$ cat src/rtl/run_monitor_pkg.sv
// run_monitor_pkg: shared types for the run monitor.
// The optional feature macro RUN_MONITOR_SKIP_ZERO_EN is consumed by run_monitor.sv.
package run_monitor_pkg;

    typedef enum logic [1:0] {
        IDLE = 2'd0,
        RUN  = 2'd1,
        DUMP = 2'd2,
        DONE = 2'd3
    } run_state_t;

    localparam int CNT_W_DEF = 32;

    // One interrupt schedule slot at the default counter width
    typedef logic [CNT_W_DEF-1:0] irq_slot_t;

    // Index width for a register file of n entries (never below one bit)
    function automatic int idx_width(input int n);
        return (n > 1) ? $clog2(n) : 1;
    endfunction

endpackage

$ cat src/rtl/run_monitor_irq_sched.sv
// run_monitor_irq_sched: registered interrupt pulse generator.
// Each slot is compared against the counter value of the coming cycle so the
// pulse leaves a flop aligned with the RUN cycle whose counter matches.
module run_monitor_irq_sched
    import run_monitor_pkg::*;
#(
    parameter int CNT_W      = 32,
    parameter int NUM_IRQ    = 2,
    parameter int MAX_CLOCKS = 100000
) (
    input  logic                     i_clk,
    input  logic                     i_rst,
    input  logic                     i_run_next,
    input  logic [CNT_W-1:0]         i_cnt_next,
    input  logic [NUM_IRQ*CNT_W-1:0] i_irq_at,
    output logic                     o_interrupt
);

    localparam logic [CNT_W-1:0] CNT_LIMIT = CNT_W'(MAX_CLOCKS);

    logic w_hit;
    logic r_irq;

    // OR of all enabled slots that can still be reached before the watchdog
    always_comb begin
        w_hit = 1'b0;
        for (int k = 0; k < NUM_IRQ; k++) begin
            if ((i_irq_at[k*CNT_W +: CNT_W] != '0) &&
                (i_irq_at[k*CNT_W +: CNT_W] < CNT_LIMIT) &&
                (i_irq_at[k*CNT_W +: CNT_W] == i_cnt_next)) begin
                w_hit = 1'b1;
            end
        end
    end

    // Pulse register; forced low whenever the next cycle is not a RUN cycle
    always_ff @(posedge i_clk or posedge i_rst) begin
        if (i_rst) begin
            r_irq <= 1'b0;
        end else begin
            r_irq <= i_run_next && w_hit;
        end
    end

    assign o_interrupt = r_irq;

endmodule

$ cat src/rtl/run_monitor.sv
// run_monitor: run control, cycle watchdog, interrupt injection and register dump.
// Optional macro RUN_MONITOR_SKIP_ZERO_EN: dump only nonzero snapshot registers.
module run_monitor
    import run_monitor_pkg::*;
#(
    parameter int XLEN       = 32,
    parameter int NUM_REGS   = 32,
    parameter int MAX_CLOCKS = 100000,
    parameter int CNT_W      = 32,
    parameter int NUM_IRQ    = 2,
    localparam int IDX_W     = idx_width(NUM_REGS)
) (
    input  logic                      i_clk,
    input  logic                      i_rst,
    input  logic                      i_start,
    input  logic [NUM_IRQ*CNT_W-1:0]  i_irq_at,
    input  logic                      i_completed,
    input  logic [NUM_REGS*XLEN-1:0]  i_regs,
    output logic                      o_cpu_run,
    output logic                      o_interrupt,
    output logic                      o_dump_valid,
    input  logic                      i_dump_ready,
    output logic [IDX_W-1:0]          o_dump_idx,
    output logic [XLEN-1:0]           o_dump_data,
    output logic                      o_dump_last,
    output logic                      o_done,
    output logic                      o_timeout,
    output logic [CNT_W-1:0]          o_cycles
);

    localparam logic [CNT_W-1:0] CNT_WD  = CNT_W'(MAX_CLOCKS - 1);
    localparam logic [CNT_W-1:0] CNT_MAX = CNT_W'(MAX_CLOCKS);
    localparam logic [CNT_W-1:0] CNT_SAT = '1;

    run_state_t                 r_state;
    run_state_t                 w_state_next;
    logic [CNT_W-1:0]           r_cnt;
    logic [CNT_W-1:0]           w_cnt_next;
    logic [CNT_W-1:0]           r_cycles;
    logic                       r_timeout;
    logic [NUM_REGS*XLEN-1:0]   r_snap;
    logic [IDX_W-1:0]           r_idx;
    logic [IDX_W-1:0]           w_cur;
    logic                       w_found;
    logic                       w_last;
    logic                       w_wd;
    logic                       w_hs;

`ifdef RUN_MONITOR_SKIP_ZERO_EN
    logic w_more;

    // Lookahead: first nonzero register at or after r_idx, and whether any follows it
    always_comb begin
        w_found = 1'b0;
        w_more  = 1'b0;
        w_cur   = r_idx;
        for (int k = 0; k < NUM_REGS; k++) begin
            if ((k >= int'(r_idx)) && (r_snap[k*XLEN +: XLEN] != '0)) begin
                if (w_found) begin
                    w_more = 1'b1;
                end else begin
                    w_found = 1'b1;
                    w_cur   = IDX_W'(k);
                end
            end
        end
        w_last = w_found && !w_more;
    end
`else
    // Every register is emitted in order
    assign w_found = 1'b1;
    assign w_cur   = r_idx;
    assign w_last  = (r_idx == IDX_W'(NUM_REGS - 1));
`endif

    assign w_wd = (r_cnt == CNT_WD);
    assign w_hs = (r_state == DUMP) && w_found && i_dump_ready;

    // Counter value of the coming cycle, used by the interrupt scheduler
    always_comb begin
        if (r_state == RUN) begin
            w_cnt_next = (r_cnt == CNT_SAT) ? r_cnt : r_cnt + 1'b1;
        end else begin
            w_cnt_next = '0;
        end
    end

    // State register
    always_ff @(posedge i_clk or posedge i_rst) begin
        if (i_rst) begin
            r_state <= IDLE;
        end else begin
            r_state <= w_state_next;
        end
    end

    // Next-state decode
    always_comb begin
        w_state_next = r_state;
        case (r_state)
            IDLE, DONE: if (i_start) w_state_next = RUN;
            RUN:        if (i_completed || w_wd) w_state_next = DUMP;
            DUMP:       if (!w_found || (w_hs && w_last)) w_state_next = DONE;
            default:    w_state_next = IDLE;
        endcase
    end

    // Counter, status latches, snapshot and dump index
    always_ff @(posedge i_clk or posedge i_rst) begin
        if (i_rst) begin
            r_cnt     <= '0;
            r_cycles  <= '0;
            r_timeout <= 1'b0;
            r_snap    <= '0;
            r_idx     <= '0;
        end else begin
            case (r_state)
                IDLE, DONE: begin
                    if (i_start) begin
                        r_cnt     <= '0;
                        r_timeout <= 1'b0;
                        r_idx     <= '0;
                    end
                end
                RUN: begin
                    // Completion wins over the watchdog in the same cycle
                    if (i_completed) begin
                        r_cycles  <= r_cnt;
                        r_timeout <= 1'b0;
                        r_snap    <= i_regs;
                        r_idx     <= '0;
                    end else if (w_wd) begin
                        r_cycles  <= CNT_MAX;
                        r_timeout <= 1'b1;
                        r_snap    <= i_regs;
                        r_idx     <= '0;
                    end else begin
                        r_cnt <= w_cnt_next;
                    end
                end
                DUMP: begin
                    if (w_hs) begin
                        r_idx <= w_last ? '0 : w_cur + IDX_W'(1);
                    end
                end
                default: ;
            endcase
        end
    end

    // Output decode from the current state and dump cursor
    always_comb begin
        o_cpu_run    = (r_state == RUN);
        o_done       = (r_state == DONE);
        o_dump_valid = (r_state == DUMP) && w_found;
        o_dump_last  = (r_state == DUMP) && w_found && w_last;
        o_dump_idx   = '0;
        o_dump_data  = '0;
        if ((r_state == DUMP) && w_found) begin
            o_dump_idx  = w_cur;
            o_dump_data = r_snap[int'(w_cur)*XLEN +: XLEN];
        end
    end

    assign o_cycles  = r_cycles;
    assign o_timeout = r_timeout;

    run_monitor_irq_sched #(
        .CNT_W      (CNT_W),
        .NUM_IRQ    (NUM_IRQ),
        .MAX_CLOCKS (MAX_CLOCKS)
    ) u_irq_sched (
        .i_clk       (i_clk),
        .i_rst       (i_rst),
        .i_run_next  (w_state_next == RUN),
        .i_cnt_next  (w_cnt_next),
        .i_irq_at    (i_irq_at),
        .o_interrupt (o_interrupt)
    );

endmodule
$ cat config.mk
export PLATFORM = sky130hd
export DESIGN_NAME = run_monitor
export DESIGN_NICKNAME = d
export VERILOG_FILES = /design/src/rtl/run_monitor_pkg.sv /design/src/rtl/run_monitor_irq_sched.sv /design/src/rtl/run_monitor.sv
export SDC_FILE = /design/constraint.sdc
export NUM_CORES = 2
export LEC_CHECK = 0
export CORE_AREA = 5 5 450 452
export DETAILED_ROUTE_END_ITERATION = 10
export DIE_AREA = 0 0 455 457
export GPL_TIMING_DRIVEN = 0
export SETUP_SLACK_MARGIN = 0.3
export SYNTH_ARGS = -nofsm -noshare
export SYNTH_HDL_FRONTEND = slang
export SYNTH_SLANG_ARGS = --single-unit
$ cat constraint.sdc
create_clock -name i_clk -period 41.1 [get_ports i_clk]
set_input_delay 6.165 -clock i_clk [delete_from_list [all_inputs] [get_ports i_clk]]
set_output_delay 6.165 -clock i_clk [all_outputs]
set_load 0.05 [all_outputs]
### Yosys cells after proc, flatten, opt, wreduce, memory -nomap -nowiden

Cells that the tools add are included.

| cells by class | value |
|---|---|
| add/subtract/negate cells | 2 |
| order comparisons | 2 |
| equal/unequal tests | 14 |
| shift-type cells | 1 |
| multiplexer cells | 28 |
| reduce and logical (&&, ||, !) cells | 19 |

Operators with widths:

| operator | count |
|---|---|
| $mux 1024 | 2 |
| $shiftx 1024x11->32 | 1 |
| $mux 32 | 8 |
| $eq 32x32->1 | 2 |
| $lt 32x17->1 const B | 2 |
| $pmux 32 s2 | 1 |
| $reduce_bool 32->1 | 2 |
| $add 32x1->32 const B | 1 |
| $eq 32x17->1 const B | 1 |
| $eq 32x32->1 const B | 1 |
| $mux 5 | 6 |
| $pmux 5 s3 | 1 |
| $logic_and 1x1->1 | 8 |
| $mux 2 | 3 |
| $ne 2x2->1 const B | 3 |
| $pmux 2 s3 | 1 |
| $reduce_and 3->1 | 2 |
| $add 5x1->5 const B | 1 |
| $eq 5x5->1 const B | 1 |
| $mux 1 | 5 |
| $eq 2x1->1 const B | 2 |
| $eq 2x2->1 const B | 2 |
| $reduce_and 4->1 | 1 |
| $reduce_bool 2->1 | 2 |
| other kinds (7) | 7 |

| storage, ports and cells | value |
|---|---|
| flip-flop bits (word level) | 1,097 |
| bits of input ports | 1,093 |
| output and inout bits | 75 |
| logic and storage cells | 73 |

### Longest topological paths before layout

| depth | value |
|---|---|
| depth after elaboration | 8 |
| depth in mapped cells | 14 |
| gate-level depth less buffers | 12 |

### Hierarchy

A second synthesis with hierarchy kept.

| unflattened totals | value |
|---|---|
| cell total of the unflattened synthesis | 5,503 |
| area, all modules | 51,762.1 um^2 |

By module, submodules not included:

| module | times used | cells each | area each (um^2) | sequential area each (um^2) |
|---|---|---|---|---|
| run_monitor | 1 | 5,383 | 50,837.5 | 27,426.3 |
| run_monitor_irq_sched | 1 | 120 | 924.6 | 25.0 |

### Worst setup path before layout

OpenSTA, ideal clock, no wires.

| timing | value |
|---|---|
| path kind | register -> output |
| from | reg r_idx[0] |
| to | out o_dump_data[24] |
| data arrival time | 2.887 ns |
| data required time | 34.935 ns |
| path slack | 32.048 ns |
| stages on the path, launching flop included | 8 |
| buffers on the path | 3 |
| cell sequence | dfrtp_1 > clkbuf_1 > buf_1 > clkbuf_1 > mux4_2 > mux4_2 > mux2i_1 > nor2b_1 |

| between the ends | value |
|---|---|
| word-level cells in the longest chain between the ends | 2 |

Ends and longest elaborated chain:

| item | RTL line | source |
|---|---|---|
| start: declaration | run_monitor.sv:42 | `logic [IDX_W-1:0] r_idx;` |
| start signal: assignment | run_monitor.sv:143 | `r_idx <= w_last ? '0 : w_cur + IDX_W'(1);` |
| $shiftx 1024x11->32 | run_monitor.sv:161 | `o_dump_data = r_snap[int'(w_cur)*XLEN +: XLEN];` |
| $mux 32 | run_monitor.sv:159 | `if ((r_state == DUMP) && w_found) begin` |
| end: declaration | run_monitor.sv:24 | `output logic [XLEN-1:0] o_dump_data,` |

Every way passes these cells.

### Worst setup path in the final report

| timing | value |
|---|---|
| from | reg r_idx[1] |
| to | out o_dump_data[17] |

Same word-level chain as after synthesis.

==> out/qor.yml <==
setup_path:
  crit_path_max_fanout: 10
  crit_slowest_cell: "clkbuf_1"
  cp_slowest_stage_delay_ns: 0.99
  arrival_ns: 6.41
  crit_required_ns: 34.94
  rr_worst_depth: 11
  worst-setup-path-type: "reg2out"
  start_kind: "flip-flop"
  crit_path_end_kind: "output port"
  cp_cell_sequence: "clkbuf_1 > clkbuf_2 > clkbuf_1 > mux4_2 > mux4_2 > mux2i_1 > nor2b_1 > clkdlybuf4s50_1"
sta:
  rsz0062_at_grt: "false"
  post-route-min-period_ns: 12.57
  max_slew_margin: -0.00500
  maxSlewViolCount: 11
  tns_ns: 0
  fmax_mhz: 79.5
  tightest_slew_ns: 1.51
  finalCritPeriodShare: 0.306
  setup_viol: 0
  fin_hold_ws_ns: 0.469
  finalHoldViolCount: 0
  clock-skew-final_ns: 0.0557
pwr:
  p_per_area_mw_per_mm2: 72.0
  ir_drop_v: 0.0000387
  p_total_uw: 5140
  leakagePower_uw: 0.0325
floorplanning:
  core_mm2: 0.198
  die_area_mm2: 0.208
  num_rows: 164
  initial_core_util: 0.259
  die_h_um: 457
  die_w_um: 455
  pin_count: 1168
logic_synthesis:
  postSynthAreaPerCell_um2: 9.49
  yosysWarnings: 0
  synth-main-ff-cell: "dfrtp_1"
  synth_fp_nets: 6516
  yosysSeqAreaShare: 0.534
  syn_area_mm2: 0.0514
  synth_area_leaders: "dfrtp_1 (53%), nand2_1 (23%), mux4_2 (14%)"
  synth-seq-cells: 1097
  yosysTopAreaCell: "dfrtp_1"
  synth_most_common_cell: "nand2_1"
  async_flop_share: 1.00
  synth_common_cells: "nand2_1 (3140), dfrtp_1 (1097), mux4_2 (321), clkbuf_1 (303), o21ai_0 (40)"
  synth_cell_types: 70
  synth_edf_count: 0
  postSynthCellCount: 5417
  synth_top_area_frac: 0.534
cts:
  post_cts_resized: 0
  path_clk_slew_ns: 0.06
  clk_latency_ns: 0.81
  cts_max_path_buffers: 3
  cts-buffers-inserted: 133
  cts_max_level: 4
  cts_setup_buffers: 0
  cts.sinks: 1097
  cts-root-buf: "clkbuf_16"
  ctsHoldBuffers: 0
  cts_tree: "done"
drt:
  final_antenna_net_count: 0
  drt_iter0_drc: 5231
  wl_per_cell_um: 31.5
  dr.pass1.iters: 6
  vias: 48029
  drc_errors: 0
  wl_mm: 301
  via_per_inst: 5.01
flow_run:
  maxCapViolCount: 1
status:
  status: "finished with violations"
  violations: "capacitance limit, slew limit"
global_routing:
  grt_pass1_wl_mm: 400
  overflow: 0
  grt_pass1_vias: 48065
  grt_start_max_net_pins: 134
  antenna_found_initial: 125
  grtUsageTotal: 0.282
place:
  dpl-instance-area_mm2: 0.0668
  gp_congestion: 0.979
  numPortBuffers: 1167
  dp.cells: 9255
  hpwl_mm: 247
final_layout:
  design_area_mm2: 0.0715
  fin_cells: 9581
  nNetsFinal: 7833
  layout-drive-gt1-share: 0.0869
  area_growth_pct: 39.0
hold_path:
  hold_path.class: "reg2reg"
  whs_path_depth: 2
where the power goes:
part	leakage, µW	internal [µW]	switching [µW]
logic	0.0168	748	1260
registers	0.0136	1590	343
clock network	0.00214	695	513
total	0.0325	3030	2120
layer usage:
| metal | part of all wire | up-vias | GRT usage | routed length [µm] |
|---|---|---|---|---|
| li1 | - | 20372 | - | - |
| met1 | 0.41 | 24587 | 0.375 | 125000 |
| met2 | 0.45 | 2589 | 0.432 | 136000 |
| met3 | 0.085 | 469 | 0.0662 | 25700 |
| met4 | 0.049 | 12 | 0.136 | 14700 |
| met5 | 0.00024 | - | 0 | 73 |
flip-flops by register name, summed over array words and instances (netlist names):
register                 cells
o_cycles                    32
r_cnt                       32
u_irq_sched.o_interrupt      1
o_timeout                    1
r_snap                    1024
r_state                      2
r_idx                        5
critical path: cells and delay by family (launching register included):
kind | cells | cell delay, ns
buffers and inverters | 4 | 3.12
flip-flops | 1 | 0.36
multiplexers | 3 | 1.96
AND/OR/NAND/NOR | 1 | 0.13
area by class of cell:
class / count / area [µm²]
inverters: 15 / 63.8
clock buffers: 193 / 3810
clock inverters: 42 / 583
flip-flops and latches: 1097 / 27500
plain buffers: 355 / 1390
well taps: 2656 / 3320
repair buffers: 1182 / 12100
diodes: 91 / 228
fillers: 20233 / 127000
multi-input cells: 3950 / 22500
cells by family (layout without fill, tap and decap cells):
kind of cell / count (synthesis) / count (layout) / share of synthesized area
AND/OR/NAND/NOR: 3346 / 3346 / 0.253
flip-flops: 1097 / 1097 / 0.534
buffers and inverters: 370 / 1787 / 0.0277
multiplexers: 362 / 362 / 0.149
AO/OA/AOI/OAI: 179 / 179 / 0.0249
XOR/XNOR: 57 / 57 / 0.00998
adder cells (fa/ha/maj): 6 / 6 / 0.00146
other: 0 / 91 / 0
worst paths after layout:
| check | from | to | slack, ns |
|---|---|---|---|
| worst max-delay path | r_idx[1]$_DFFE_PP0P_ | o_dump_data[17] | 28.53 |
| max in group asynchronous | i_rst | r_snap[645]$_DFFE_PP0P_ | 32.60 |
| worst min-delay path | r_snap[484]$_DFFE_PP0P_ | r_snap[484]$_DFFE_PP0P_ | 0.47 |
| worst max register to register | r_state[1]$_DFF_PP0_ | r_snap[897]$_DFFE_PP0P_ | 35.08 |
| worst min register to register | r_snap[484]$_DFFE_PP0P_ | r_snap[484]$_DFFE_PP0P_ | 0.47 |
| min in group asynchronous | i_rst | r_snap[374]$_DFFE_PP0P_ | 5.83 |
layout by cell type, fill, tap and decap left out, types with 15 or more instances in the layout:
cell type,n
a22o_1,33
a21oi_1,30
xnor2_1,35
nand2_1,3140
buf_2,19
nor2_1,32
nor4_1,23
nand3_1,17
o21ai_0,40
clkbuf_16,134
diode_2,91
nor3_1,19
buf_1,29
clkbuf_1,324
xor2_1,21
nand4_1,15
dfrtp_1,1097
clkdlybuf4s50_1,1167
clkbuf_8,24
mux2i_1,34
nor2b_1,35
mux4_2,321
clkbuf_2,16
through the flow:
stage	utilization	worst slack [ns]
floorplan	-	4.05
global placement	0.335	-9.76
detailed placement	0.337	28.80
CTS	0.359	27.88
global route	0.360	28.26
finish	0.360	28.53
Power figures use the tool's default switching activity.
